<file path="config.mk">
export PLATFORM = sky130hd
export DESIGN_NAME = prog_loader
export DESIGN_NICKNAME = d
export VERILOG_FILES = /design/src/rtl/soc_pkg.sv /design/src/rtl/prog_loader.sv
export SDC_FILE = /design/constraint.sdc
export NUM_CORES = 1
export LEC_CHECK = 0
export ABC_AREA = 1
export CAP_MARGIN = 15
export CORE_MARGIN = 2
export CORE_UTILIZATION = 45
export DETAILED_ROUTE_END_ITERATION = 6
export PLACE_DENSITY = 0.69
export SLEW_MARGIN = 20
export SYNTH_ARGS = -nofsm -noshare
export SYNTH_HDL_FRONTEND = slang
export SYNTH_SLANG_ARGS = --single-unit
</file>
<file path="constraint.sdc">
create_clock -name clk -period 1.9 [get_ports clk]
set_input_delay 0.38 -clock clk [delete_from_list [all_inputs] [get_ports clk]]
set_output_delay 0.38 -clock clk [all_outputs]
set_load 0.005 [all_outputs]
</file>
<file path="src/rtl/soc_pkg.sv">
// Shared tinysoc definitions: loader FSM encodings and nibble/instruction widths.
// Imported by prog_loader.
package soc_pkg;

  typedef enum logic [1:0] {
    LD_LOAD  = 2'd0,
    LD_CHECK = 2'd1,
    LD_DONE  = 2'd2
  } ld_state_e;

  localparam int NIBBLE_W = 4;
  localparam int INSTR_W  = 16;

endpackage

</file>
<file path="src/rtl/prog_loader.sv">
// Instruction-memory loader: packs a valid-qualified nibble stream (LSB nibble first)
// into words written to imem at addresses 0..2**ADDR_WIDTH-1, then raises done.
// Ports: clk, rst (sync, high), nib_i/nib_vld_i in; wr_o/wr_addr_o/wr_data_o imem
// write port; busy_o, done_o (sticky), err_o (sticky checksum mismatch).
// Optional: define PROG_LOADER_CHECKSUM_EN for a trailing XOR checksum nibble.
module prog_loader
  import soc_pkg::*;
#(
  parameter int ADDR_WIDTH   = 4,
  parameter int WORD_NIBBLES = 4,
  parameter int DATA_WIDTH   = 16
) (
  input  logic                  clk,
  input  logic                  rst,
  input  logic [NIBBLE_W-1:0]   nib_i,
  input  logic                  nib_vld_i,
  output logic                  wr_o,
  output logic [ADDR_WIDTH-1:0] wr_addr_o,
  output logic [DATA_WIDTH-1:0] wr_data_o,
  output logic                  busy_o,
  output logic                  done_o,
  output logic                  err_o
);

  localparam int CW = (WORD_NIBBLES > 1) ? $clog2(WORD_NIBBLES) : 1;

  ld_state_e             state_q, state_d;
  logic [CW-1:0]         cnt_q, cnt_d;
  logic [DATA_WIDTH-1:0] shift_q, shift_d;
  logic [ADDR_WIDTH-1:0] addr_q, addr_d;
  logic                  wr_q, wr_d;
  logic [DATA_WIDTH-1:0] wr_data_q, wr_data_d;
  logic                  busy_q, busy_d;
  logic                  done_q, done_d;
  logic [DATA_WIDTH-1:0] word;
  logic                  last_nib;
  logic                  last_word;

`ifdef PROG_LOADER_CHECKSUM_EN
  logic [NIBBLE_W-1:0]   acc_q, acc_d;
  logic                  err_q, err_d;
`endif

  always_comb begin
    state_d   = state_q;
    cnt_d     = cnt_q;
    shift_d   = shift_q;
    wr_d      = 1'b0;
    wr_data_d = wr_data_q;
    busy_d    = busy_q;
    done_d    = done_q;
`ifdef PROG_LOADER_CHECKSUM_EN
    acc_d     = acc_q;
    err_d     = err_q;
`endif
    // Address steps at the edge that ends a write pulse, so addr_d is
    // also the address of the word currently being assembled.
    addr_d    = wr_q ? addr_q + 1'b1 : addr_q;
    word      = shift_q;
    word[NIBBLE_W*int'(cnt_q) +: NIBBLE_W] = nib_i;
    last_nib  = (cnt_q == CW'(WORD_NIBBLES - 1));
    last_word = (addr_d == '1);

    unique case (state_q)
      LD_LOAD: begin
        if (nib_vld_i) begin
          shift_d = word;
          cnt_d   = last_nib ? '0 : cnt_q + 1'b1;
`ifdef PROG_LOADER_CHECKSUM_EN
          acc_d   = acc_q ^ nib_i;
`endif
          if (last_nib) begin
            wr_d      = 1'b1;
            wr_data_d = word;
            if (last_word) begin
`ifdef PROG_LOADER_CHECKSUM_EN
              state_d = LD_CHECK;
`else
              state_d = LD_DONE;
              busy_d  = 1'b0;
              done_d  = 1'b1;
`endif
            end
          end
        end
      end
`ifdef PROG_LOADER_CHECKSUM_EN
      LD_CHECK: begin
        if (nib_vld_i) begin
          state_d = LD_DONE;
          busy_d  = 1'b0;
          done_d  = 1'b1;
          err_d   = (nib_i != acc_q);
        end
      end
`endif
      LD_DONE: begin
      end
      default: begin
      end
    endcase
  end

  always_ff @(posedge clk) begin
    if (rst) begin
      state_q   <= LD_LOAD;
      cnt_q     <= '0;
      shift_q   <= '0;
      addr_q    <= '0;
      wr_q      <= 1'b0;
      wr_data_q <= '0;
      busy_q    <= 1'b1;
      done_q    <= 1'b0;
`ifdef PROG_LOADER_CHECKSUM_EN
      acc_q     <= '0;
      err_q     <= 1'b0;
`endif
    end else begin
      state_q   <= state_d;
      cnt_q     <= cnt_d;
      shift_q   <= shift_d;
      addr_q    <= addr_d;
      wr_q      <= wr_d;
      wr_data_q <= wr_data_d;
      busy_q    <= busy_d;
      done_q    <= done_d;
`ifdef PROG_LOADER_CHECKSUM_EN
      acc_q     <= acc_d;
      err_q     <= err_d;
`endif
    end
  end

  assign wr_o      = wr_q;
  assign wr_addr_o = addr_q;
  assign wr_data_o = wr_data_q;
  assign busy_o    = busy_q;
  assign done_o    = done_q;
`ifdef PROG_LOADER_CHECKSUM_EN
  assign err_o     = err_q;
`else
  assign err_o     = 1'b0;
`endif

endmodule

</file>
# [Word level (Yosys, flattened, before mapping)]
# Cells that the tools add are included.
[op_classes] n_reduce_logical=5 muxes=4 bitwise_logic=2 n_addsub=3 shift=2 n_eq_ne=2
[ops] op="4-bit negation with 33-bit output" count=1
[ops] op="4-bit by 33-bit variable shift with 16-bit output (first input constant)" count=1
[ops] op="4-bit by 33-bit indexed part select with 16-bit output" count=1
[ops] op="16-bit bitwise mux" count=1
[ops] op="4-bit by 1-bit adder with 4-bit output (second input constant)" count=1
[ops] op="4-bit == test (second input constant)" count=1
[ops] op="4-bit two-way mux" count=1
[ops] op="4-bit AND reduction" count=1
[ops] op="3-bit AND reduction" count=1
[ops] op="3-bit OR reduction" count=1
[ops] op="2-bit by 1-bit adder with 2-bit output (second input constant)" count=1
[ops] op="2-bit == test (second input constant)" count=1
[ops] op="2-bit logical NOT" count=1
[ops] op="2-bit two-way mux" count=1
[ops] op="1-bit NOT" count=2
[ops] op="2-bit AND reduction" count=1
[ops] op="1-bit two-way mux" count=1
[word_totals] out_inout_bits=24 input_bits=7 elab_cells=25 register_bits=41

# [Logic depth before layout (Yosys ltp)]
# Gate-level depths: netlist of the first run.
[depth] ltp_word=4 mapped_depth=10 depth_no_buf=9

# [Worst setup path before layout of the first run]
# OpenSTA, ideal clock, no wires.
[synth_path] kind="register to register" start="register cnt_q[0]" end="register shift_q[0]" stages_incl_launch_ff=10 period_less_slack_ns=1.590 required_time_ns=1.843 arrival_ns=1.533 setup_time_ns=0.057 n_path_buf=2 slack_ns=0.310 cell_sequence="dfxtp_1 buf_2 inv_1 ha_1 buf_2 nor2_1 nand4_1 o21ai_0 o21ai_0 inv_1"
[synth_via] elab_chain_len=3 word_cells_on_any_way=4 cone_classes="add/sub: 1; shift: 2; mux: 1"
[synth_rtl] element="start: declaration" line_no="prog_loader.sv:28" source="logic [CW-1:0] cnt_q, cnt_d;"
[synth_rtl] element="start signal: assignment" line_no="prog_loader.sv:120" source="cnt_q <= cnt_d;"
[synth_rtl] element="4-bit negation with 33-bit output *" line_no="prog_loader.sv:60" source="word[NIBBLE_W*int'(cnt_q) +: NIBBLE_W] = nib_i;"
[synth_rtl] element="4-bit by 33-bit indexed part select with 16-bit output or 4-bit by 33-bit variable shift with 16-bit output (tied branches)" line_no="prog_loader.sv:60"
[synth_rtl] element="16-bit bitwise mux *" line_no="prog_loader.sv:60"
[synth_rtl] element="end signal: assignment" line_no="prog_loader.sv:121" source="shift_q <= shift_d;"
[synth_rtl] element="end: declaration" line_no="prog_loader.sv:29" source="logic [DATA_WIDTH-1:0] shift_q, shift_d;"
# Mark *: on every way between the ends. The rest lies on a longest branch, timed or not.
# A chain may end at the register's enable or synchronous reset.

==> results of run 1 <==
## worst max-delay path by stage
| stage | startpoint | end | cells past startpoint |
|---|---|---|---|
| 2_1_floorplan | cnt_q[0] | shift_q[0] | 9 |
| 3_3_place_gp | nib_vld_i | shift_q[5] | 7 |
| 3_5_place_dp | nib_vld_i | shift_q[2] | 7 |
| 4_1_cts | state_q[1] | done_o | 1 |
| 5_1_grt | cnt_q[1] | shift_q[1] | 7 |
| 6_report | state_q[1] | done_o | 1 |
## Yosys cell counts
cell,instances
or2_2,1
o21ai_1,9
clkbuf_1,1
a21oi_1,19
nor2_1,44
conb_1,1
o21ai_0,33
buf_6,4
inv_2,2
buf_2,5
buf_1,1
xnor2_1,1
o22ai_1,7
nand3_1,6
nand2_1,18
nor2_4,2
buf_4,1
ha_1,7
inv_1,59
nand4_1,9
dfxtp_1,41
## logic make-up (layout without fill, tap and decap cells)
group	Yosys count	after routing	share of synthesized area [%]
simple gates	80	80	18.00
fa+ha+maj	7	7	4.533
flops	41	41	42.49
xor+xnor	1	1	0.4535
buf+inv	73	102	16.26
other cells	1	1	0.1941
compound gates	68	68	18.07
## per-layer routing
metal | track usage (%) | up-vias | wire length [um]
li1 | - | 901 | -
met1 | 20.18 | 757 | 1833
met2 | 30.13 | 31 | 1830
met3 | 5.233 | 7 | 172
met4 | 7.190 | 0 | 68
met5 | 0 | - | 0
## repair_timing
| item | in CTS | in global routing |
|---|---|---|
| resized for setup | 0 | 1 |
| setup buffers | 0 | 0 |
| setup endpoints to repair | 0 | 1 |
## metrics by stage
stage	utilization, %	cell area, sq um	power (W)	cells
global route	57.29	2325	0.001775	350
finish	57.29	2325	0.001688	350
floorplan	-	1932	0.001090	271
CTS	57.23	2322	0.001704	350
detailed placement	55.26	2242	0.001162	342
global placement	55.26	2242	0.001155	342
## power groups by stage
stage	clock (W)	sequential (W)	combinational [W]
detailed placement	0	0.000930	0.000232
floorplan	0	0.000928	0.000162
finish	0.000544	0.000909	0.000235
global placement	0	0.000927	0.000228
CTS	0.000561	0.000909	0.000234
global route	0.000595	0.000913	0.000268
## flip-flops by register name, indices dropped and copies added, names as in the netlist
register and count:
cnt_q 2, busy_o 1, wr_data_o 16, wr_addr_o 4
wr_o 1, shift_q 16, state_q 1
## area by class of cell
type / count / area, sq um / share of cell area, %
timing repair buffer: 33 / 332.8 / 14.32
sequential: 41 / 820.8 / 35.31
clock buffer: 8 / 80.08 / 3.445
inverter: 61 / 229.0 / 9.849
multi-input combinational: 157 / 799.5 / 34.39
tap: 50 / 62.56 / 2.691
==> reports/results.txt, run 1 <==
status -> complete, no violations
crit path cell chain -> clkdlybuf4s50_1
DRT iter0 DRCs -> 83
Startpoint Class -> flop
minimum hold slack -> 0.4746 ns
clock latency on the worst-skew pair -> 0.29 ns
CP arrival -> 1.30 ns
Top Ports -> 31
WL/cell -> 11.16 um
worst hold path type -> flop to flop
CTS buffer count -> 5
synth-to-layout area growth -> 20.34%
Final WS setup -> 0.2214 ns
Worst R2R Start -> cnt_q[1]
Reg2Reg Depth -> 7
layout cell share with drive strength beyond 1 -> 5.000%
Site Rows -> 23
R2R Setup Slk -> 0.29 ns
peak supply drop -> 0.0003898 V
fin nets -> 313
commonest cells after routing, fill and taps aside -> 59 x inv_1, 43 x nor2_1, 41 x dfxtp_1
DP Wirelength -> 2790 um
Synth warnings -> 0
Routed Antenna Nets -> 0
element type at the critical path end -> primary output
Residual DRC -> 0
Final setup viols -> 0
number of global-route vias before repair -> 1,613
detailed-route wire length -> 3905 um
WP data required -> 1.52 ns
critical path fanouts, max -> 4
core box area -> 4058 sq um
syn_nets -> 285
worst hold path startpoint -> busy_o
synth top area cells -> dfxtp_1 42%, inv_1 11%, nor2_1 8.5%, o21ai_0 8.5%, a21oi_1 4.9%
hold buffers post-CTS -> 0
clk slew on worst S/H paths -> 0.08 ns
Sequential Power Share -> 53.9%
Initial Utilization -> 47.61%
largest net degree at the start of global routing -> 40
Fillers -> 429
post-synth top area share -> 42.49%
clk sinks -> 41
hold endpoint -> busy_o
antenna cell count -> 0
Top Family by Delay on Critical Path -> buffers and inverters
Max Fclk -> 595.7 MHz
gpl congestion -> 0.7642
via/cell ratio -> 4.846
Hold Vio Cnt, Final -> 0
number of H-tree levels -> 2
CP Class -> flop to primary output
sequential share of the synthesized area -> 42.49%
CP peak stage delay -> 0.55 ns
clk_skew -> 0.007500 ns
Tcrit/Tclk final -> 88.35%
max cap viols -> 0
WP buf/inv -> 1
DIE AREA -> 4833 sq um
Pleak -> 1.119 nW
pwr dens -> 726.0 nW/um^2
pre-CTS setup slack -> 0.1835 ns
Clock Tree Root -> clkbuf_8
post-synthesis register bit count -> 41
RSZ-0062 raised after global routing -> no
Die W -> 69.52 um
Min-Delay Path Depth -> 2
first-pass GRT wire length -> 6851 um
switching part of the total power -> 26.02%
Detailed Routing Iterations Pass 1 -> 4
post-synth top area cell -> dfxtp_1
Vias -> 1,696
Yosys cell types -> 21
total track usage -> 17.51%
Logic pwr share -> 13.9%
initial antenna violation count -> 0
Syn Area/Cell -> 7.129 sq um
post-synthesis cell area -> 1932 sq um
Fin Setup TNS -> 0 ns
reg-to-reg endpoint -> shift_q[14]
I/O Buffers -> 29
count of final max-slew check failures -> 0
clock power share -> 32.2%
remaining global-route overflow -> 0
P_int -> 0.001249 W
critical path's slowest cell -> clkdlybuf4s50_1
most common cell after layout, fill and taps aside -> inv_1
cells after synthesis -> 271
Bufs on Longest Clock Path -> 2
DIE HEIGHT -> 69.52 um
Final Critical Period -> 1.679 ns
CTS tree -> built
sw power -> 0.0004392 W
No activity file was read; power rests on OpenSTA's default activity.
==> inputs of run 2 (changes only) <==
- CTS_CLUSTER_SIZE: not set -> 16
==> results of run 2 <==
The final DEF is identical to that of run 1; final timing and power are the same.
==> inputs of run 3 (changes only) <==
- CORE_UTILIZATION: 45 -> 53
- PLACE_DENSITY: 0.69 -> 0.79
==> reports/results.txt, run 3 (synthesis gave the netlist of run 1 again) <==
gpl congestion -> 0.7970
R2R Setup Slk -> 0.28 ns
RSZ-0062 raised after global routing -> no
post-CTS setup buffer count -> 0
DRT iter0 DRCs -> 61
Pleak -> 1.106 nW
post-CTS resize count -> 0
Top Family by Delay on Critical Path -> buffers and inverters
Routed Antenna Nets -> 0
register area -> 820.8 sq um
critical path's slowest cell -> clkdlybuf4s50_1
worst hold path type -> flop to flop
Startpoint Class -> flop
multi-input logic area -> 797.0 sq um
antenna cell count -> 0
clk sinks -> 41
WL/cell -> 10.73 um
count of final max-slew check failures -> 0
DP Wirelength -> 2621 um
fin nets -> 313
CP Class -> flop to primary output
CP peak stage delay -> 0.55 ns
Final Critical Period -> 1.753 ns
Initial Utilization -> 56.56%
clk_skew -> 0.007651 ns
crit path cell chain -> clkdlybuf4s50_1
DIE HEIGHT -> 64.38 um
DP Area -> 2237 sq um
clock latency on the worst-skew pair -> 0.35 ns
critical path fanouts, max -> 4
Residual DRC -> 0
remaining global-route overflow -> 0
worst hold path startpoint -> busy_o
Site Rows -> 21
Bufs on Longest Clock Path -> 2
hold buffers post-CTS -> 0
layout cell share with drive strength beyond 1 -> 4.667%
CTS tree -> built
largest net degree at the start of global routing -> 40
initial antenna violation count -> 0
most common cell after layout, fill and taps aside -> inv_1
I/O Buffers -> 29
element type at the critical path end -> primary output
clk slew on worst S/H paths -> 0.12 ns
Fin Setup TNS -> 0 ns
commonest cells after routing, fill and taps aside -> 59 x inv_1, 44 x nor2_1, 41 x dfxtp_1
DIE AREA -> 4144 sq um
core box area -> 3416 sq um
Die W -> 64.38 um
WP data required -> 1.52 ns
Hold Vio Cnt, Final -> 0
synth-to-layout area growth -> 18.33%
via/cell ratio -> 4.806
Util after Layout -> 66.92%
CP arrival -> 1.37 ns
status -> complete, no violations
Clock Tree Root -> clkbuf_4
detailed-route wire length -> 3713 um
Max Fclk -> 570.3 MHz
total track usage -> 20.31%
Vias -> 1,663
number of global-route vias before repair -> 1,473
Detailed Routing Iterations Pass 1 -> 4
Worst R2R Start -> cnt_q[1]
Top Ports -> 31
peak supply drop -> 0.0004366 V
WP buf/inv -> 1
Final setup viols -> 0
Fillers -> 331
pwr dens -> 682.6 nW/um^2
first-pass GRT wire length -> 6534 um
CTS buffer count -> 5
number of H-tree levels -> 2
crit path from -> state_q[1]
Design Area, Final -> 2286 sq um
Tcrit/Tclk final -> 92.29%
max cap viols -> 0
[run 3: final timing paths]
path	endpoint	cells after the start
setup / recovery	done_o	1
hold / removal	busy_o	2
setup reg to reg	shift_q[2]	7
hold reg to reg	busy_o	2
[run 3: area by class of cell]
class	instances	share of cell area, %
tap	46	2.518
sequential	41	35.91
clock buffer	8	2.135
timing repair buffer	33	14.56
multi-input combinational	157	34.87
inverter	61	10.02
[run 3: per-stage QoR]
step	std cells	total power (W)	hold slack, ns	setup WS (ns)
global route	346	0.001655	0.5635	0.06477
global placement	338	0.001153	0.4582	0.2650
finish	346	0.001560	0.5147	0.1465
floorplan	271	0.001090	0.4513	0.3100
CTS	346	0.001571	0.5167	0.1221
detailed placement	338	0.001158	0.5005	0.1879
[run 3: metal layers]
layer / wire length, um / global-route usage [%]
met4: 64 / 7.979
met3: 145 / 5.458
met1: 1797 / 25.52
met5: 0 / 0
met2: 1706 / 33.07
[run 3: power by group]
group          switching, W  total [W]  leakage (nW)  internal [W]
Combinational      0.000139   0.000231         0.745     0.0000917
Sequential        0.0000141   0.000909         0.335      0.000895
Clock              0.000273   0.000420        0.0265      0.000148
==> RTL change 1, RTL diff (flow settings as in run 1) <==
The option `PROG_LOADER_CHECKSUM_EN` is turned on by a define.
--- a/src/rtl/prog_loader.sv
+++ b/src/rtl/prog_loader.sv
@@ -5,2 +5,4 @@
 // Optional: define PROG_LOADER_CHECKSUM_EN for a trailing XOR checksum nibble.
+`define PROG_LOADER_CHECKSUM_EN
+
 module prog_loader
Function: same outputs for any inputs over 10 cycles, from zero or initial values and one cycle with rst high; that may be too few to reach the edited logic, so the function may still have changed.
==> RTL change 1 against run 1 <==
- design area up 5.4%
- power up 6.7%
- combinational power down 2%
- count of clock-buffer cells in the layout down 2
- wire length up 0.28%
- synthesized cell count unchanged
- area after synthesis up 3.5%
- cell count up 1.4%
- worst setup slack better by 0.044 ns
- die area up 3.3%
- sequential power up 7.4%
- register-to-register slack better by 0.05 ns
- sequential cell count up 3
- highest routed layer unchanged
==> RTL change 1: results (changes against run 1) <==
Run status
  – Status: complete, no violations

Timing
  – Fmax: 612 MHz (+2.7%)
  – Worst clock skew: 0.00387 ns (-0.00363 ns)
  – Worst hold slack: 0.447 ns (-0.0273 ns)

GRT
  – Met2 GRT Util: 0.274 (-0.0277)
  – GR Util met3: 0.0484 (-0.00389)
  – Vias in the first global route: 1,477 (-8.4%)
  – GRT Overall Usage: 0.171 (-0.00446)
  – Grt met1 use: 0.229 (+0.0268)
  – Largest net degree at the start of global routing: 30 (-25%)
  – First-pass GRT wire length: 6840 um (-0.20%)
  – Initial antenna violation count: 0 (unchanged)

Placed design
  – Placed Instances: 347 (+1.5%)
  – Final HPWL DP: 2880 um (+3.1%)
  – GPL Wtd Cong: 0.833 (+9.0%)
  – PortBufs: 30 (+3.4%)
  – Setup WS pre-CTS: 0.152 ns (-0.0320 ns)
  – DP Area: 2360 sq um (+5.1%)

Routing
  – Via Count: 1,685 (-0.65%)
  – Initial drt markers: 103 (+24%)
  – Total Wirelength: 3920 um (+0.28%)

Final layout
  – Share of layout cells above drive strength 1: 0.0627 (+0.0127)
  – Area occupied by multi-input gates: 853 sq um (+6.7%)
  – Clock network area share: 0.0378 (+0.00335)
  – Multi-input gate count: 164 (+4.5%)
  – CLK BUF: 6 (-2)
  – Post-route non-filler standard cell count: 355 (+1.4%)
  – Sequential cell area share: 0.360 (+0.00648)
  – Fill count: 439 (+2.3%)
  – Antenna cells: 0 (unchanged)
  – Multi-input gate share of total cell area: 0.348 (+0.00440)
  – Data buffer area share: 0.148 (+0.00495)
  – Max reg flops: 16
  – Nets: 315 (+0.64%)
  – Inverters: 52 (-15%)
  – Buffers, non-clock: 35 (+6.1%)

Synthesis
  – Syn_nets: 284 (-0.35%)
  – Synth Area in XOR/XNOR: 0.0175 (+0.0130)
  – Synthesized area per cell: 7.38 sq um (+3.5%)
  – Yosys cell types: 27 (+29%)
  – Seq/Total Area, Yosys: 0.441 (+0.0157)
  – FF+latch count, synth: 44 (+7.3%)
  – Top cells by area, synth: dfxtp_1 44%, inv_1 9.4%, nor2_1 7.7%
  – Post-Synth Adder-Cell Area: 0.0375 (-0.00779)
  – Commonest cells in the netlist: 50 x inv_1, 44 x dfxtp_1, 41 x nor2_1
  – Async SR Flop Fraction: 0 (unchanged)
  – Synth Area in Compound Gates: 0.179 (-0.00173)

Setup path
  – Reg2reg setup slack: 0.34 ns (+0.05 ns)
  – Critical path peak fanout: 7 (+3)
  – Data arrival, critical path: 1.25 ns (-0.05 ns)

Power and ir drop
  – Net switching power: 457 uW (+4.1%)
  – Logic power comb: 230 uW (-2%)
  – Sequential power: 976 uW (+7.4%)
  – Peak VDD IR: 512 uV (+31%)
  – Leak pwr: 0.00112 uW (-0.23%)
  – Switching power share of the total: 0.254 (-0.00645)
[RTL change 1: cell types whose count changed after synthesis, moves of 5 or more]
| cell | delta |
|---|---|
| inv_1 | -9 |
| o21ai_0 | -9 |
| nand2_1 | +8 |
| nand4_1 | -5 |
[RTL change 1: final timing paths]
path	cells after the start	to	from
worst max-delay path	1	wr_o	wr_o$_SDFF_PP0_
worst min-delay path	2	busy_o$_SDFFE_PP1P_	busy_o$_SDFFE_PP1P_
worst max register to register	8	shift_q[11]$_SDFFE_PP0P_	cnt_q[0]$_SDFFE_PP0P_
worst min register to register	2	busy_o$_SDFFE_PP1P_	busy_o$_SDFFE_PP1P_
[RTL change 1: per-layer routing]
metal / wire length, um / vias up
li1: - / 914
met1: 1900 / 732
met2: 1780 / 37
met3: 225 / 2
met4: 10 / 0
met5: 0 / -
==> RTL change 2, RTL diff (config.mk and constraints of run 1) <==
Made on the original files. Put one more register stage on the output `done_o`, without a reset. The value now appears one clock later. The other outputs are not delayed to match.
--- a/src/rtl/prog_loader.sv
+++ b/src/rtl/prog_loader.sv
@@ -137,3 +137,5 @@
   assign busy_o    = busy_q;
-  assign done_o    = done_q;
+  always_ff @(posedge clk) begin
+    done_o <= done_q;
+  end
 `ifdef PROG_LOADER_CHECKSUM_EN
Function: same outputs for any inputs over 10 cycles, from zero or initial values and one cycle with rst high; that may be too few to reach the edited logic, so the function may still have changed.
==> RTL change 2 against run 1 <==
- design area is 1.0% higher
- first-iteration DRC count rose by 3.6%
- cell count up 0.57%
- worst setup slack gained 0.064 ns
- power rose by 2.9%
- sequential power rose by 2.3%
- sequential cell count up 1
- wire length shrank 4.3%
- area after synthesis grew 1.0%
==> RTL change 2: results (changes against run 1) <==
Run status
  – Status: complete, no violations

Placed design
  – DP Area: 2260 sq um (+0.67%)
  – PortBufs: 29 (unchanged)
  – Setup WS pre-CTS: 0.232 ns (+0.0484 ns)
  – Final HPWL DP: 2690 um (-3.4%)
  – GPL Wtd Cong: 0.807 (+5.7%)

Synthesis
  – Main synth FF type: dfxtp_1
  – Yosys cell types: 21 (unchanged)
  – Seq/Total Area, Yosys: 0.431 (+0.00590)
  – Commonest cells in the netlist: 59 x inv_1, 44 x nor2_1, 42 x dfxtp_1
  – Syn. warnings: 0 (unchanged)
  – Syn_nets: 286 (+0.35%)
  – Top cells by area, synth: dfxtp_1 43%, inv_1 11%, nor2_1 8.5%

Setup path
  – FF-to-FF path depth: 7 (unchanged)
  – Critical path peak fanout: 7 (+3)
  – CP max stage cell: clkdlybuf4s50_1
  – Top delay family on crit path: buffers and inverters
  – CP peak stage delay: 0.53 ns (-0.02 ns)
  – Data arrival, critical path: 1.23 ns (-0.07 ns)

CTS
  – Worst-path clk slew: 0.07 ns
  – Maximum clock path buffer count: 2 (unchanged)
  – CTS Root Cell: clkbuf_8

Min path
  – Hold depth: 0 (-2)

GRT
  – GRT Overall Usage: 0.165 (-0.00965)
  – Vias in the first global route: 1,537 (-4.7%)
  – Largest net degree at the start of global routing: 34 (-15%)
  – Initial antenna violation count: 0 (unchanged)
  – First-pass GRT wire length: 6620 um (-3.3%)

Final layout
  – Nets: 315 (+0.64%)
  – Antenna cells: 0 (unchanged)
  – Share of layout cells above drive strength 1: 0.0563 (+0.00629)

Routing
  – Vias per std cell: 4.74 (-2.2%)
  – Total Wirelength: 3740 um (-4.3%)
  – First drt pass iteration count: 4 (unchanged)
  – Initial drt markers: 86 (+3.6%)

Timing
  – Worst clock skew: 0.00253 ns (-0.00497 ns)

Power and ir drop
  – Leak pwr: 0.00114 uW (+1.5%)
  – Int Pwr: 1300 uW (+4.0%)
  – Peak VDD IR: 362 uV (-7.3%)
## RTL change 2: layout make-up
cell class | instances | area, sq um
Clock buffer | 7 | 86.3
Clock inverter | 1 | 5.00
Fill cell | 425 | 1740
Inverter | 61 | 229
Multi-Input combinational cell | 157 | 797
Sequential cell | 42 | 841
Tap cell | 50 | 62.6
Timing Repair Buffer | 34 | 328
## RTL change 2: power groups by stage
stage	registers [uW]	logic [uW]	clock network [uW]
floorplan	950	162	0
global route	934	263	631
global placement	949	225	0
CTS	930	229	604
finish	930	229	578
detailed placement	950	228	0
## RTL change 2: per-layer routing
metal	vias to the layer above	global-route usage	share of wire
met4	0	0.0662	0.016
met3	5	0.0462	0.047
met2	34	0.256	0.44
met1	725	0.218	0.49
li1	904	-	-
met5	-	0	0
## RTL change 2: final timing paths
check                                from                      end  slack [ns]
setup / recovery          wr_o$_SDFF_PP0_                     wr_o        0.29
hold / removal    state_q[1]$_SDFFE_PP0P_           done_o$_DFF_P_        0.45
setup reg to reg    cnt_q[1]$_SDFFE_PP0P_  shift_q[1]$_SDFFE_PP0P_        0.30
hold reg to reg   state_q[1]$_SDFFE_PP0P_           done_o$_DFF_P_        0.45
## RTL change 2: cells by family after synthesis
family / after synthesis / synth area share
AND/OR/NAND/NOR: 80 / 0.178
buffers and inverters: 73 / 0.161
AO/OA/AOI/OAI: 68 / 0.179
flip-flops: 42 / 0.431
adder cells (fa/ha/maj): 7 / 0.0449
XOR/XNOR: 1 / 0.00449
other: 1 / 0.00192
## RTL change 2: per-stage QoR
step                hold slack, ns  utilization  cells
floorplan                    0.428            -    272
global placement             0.439        0.552    344
detailed placement           0.442        0.552    344
CTS                          0.455        0.575    352
global route                 0.460        0.575    352
finish                       0.450        0.575    352
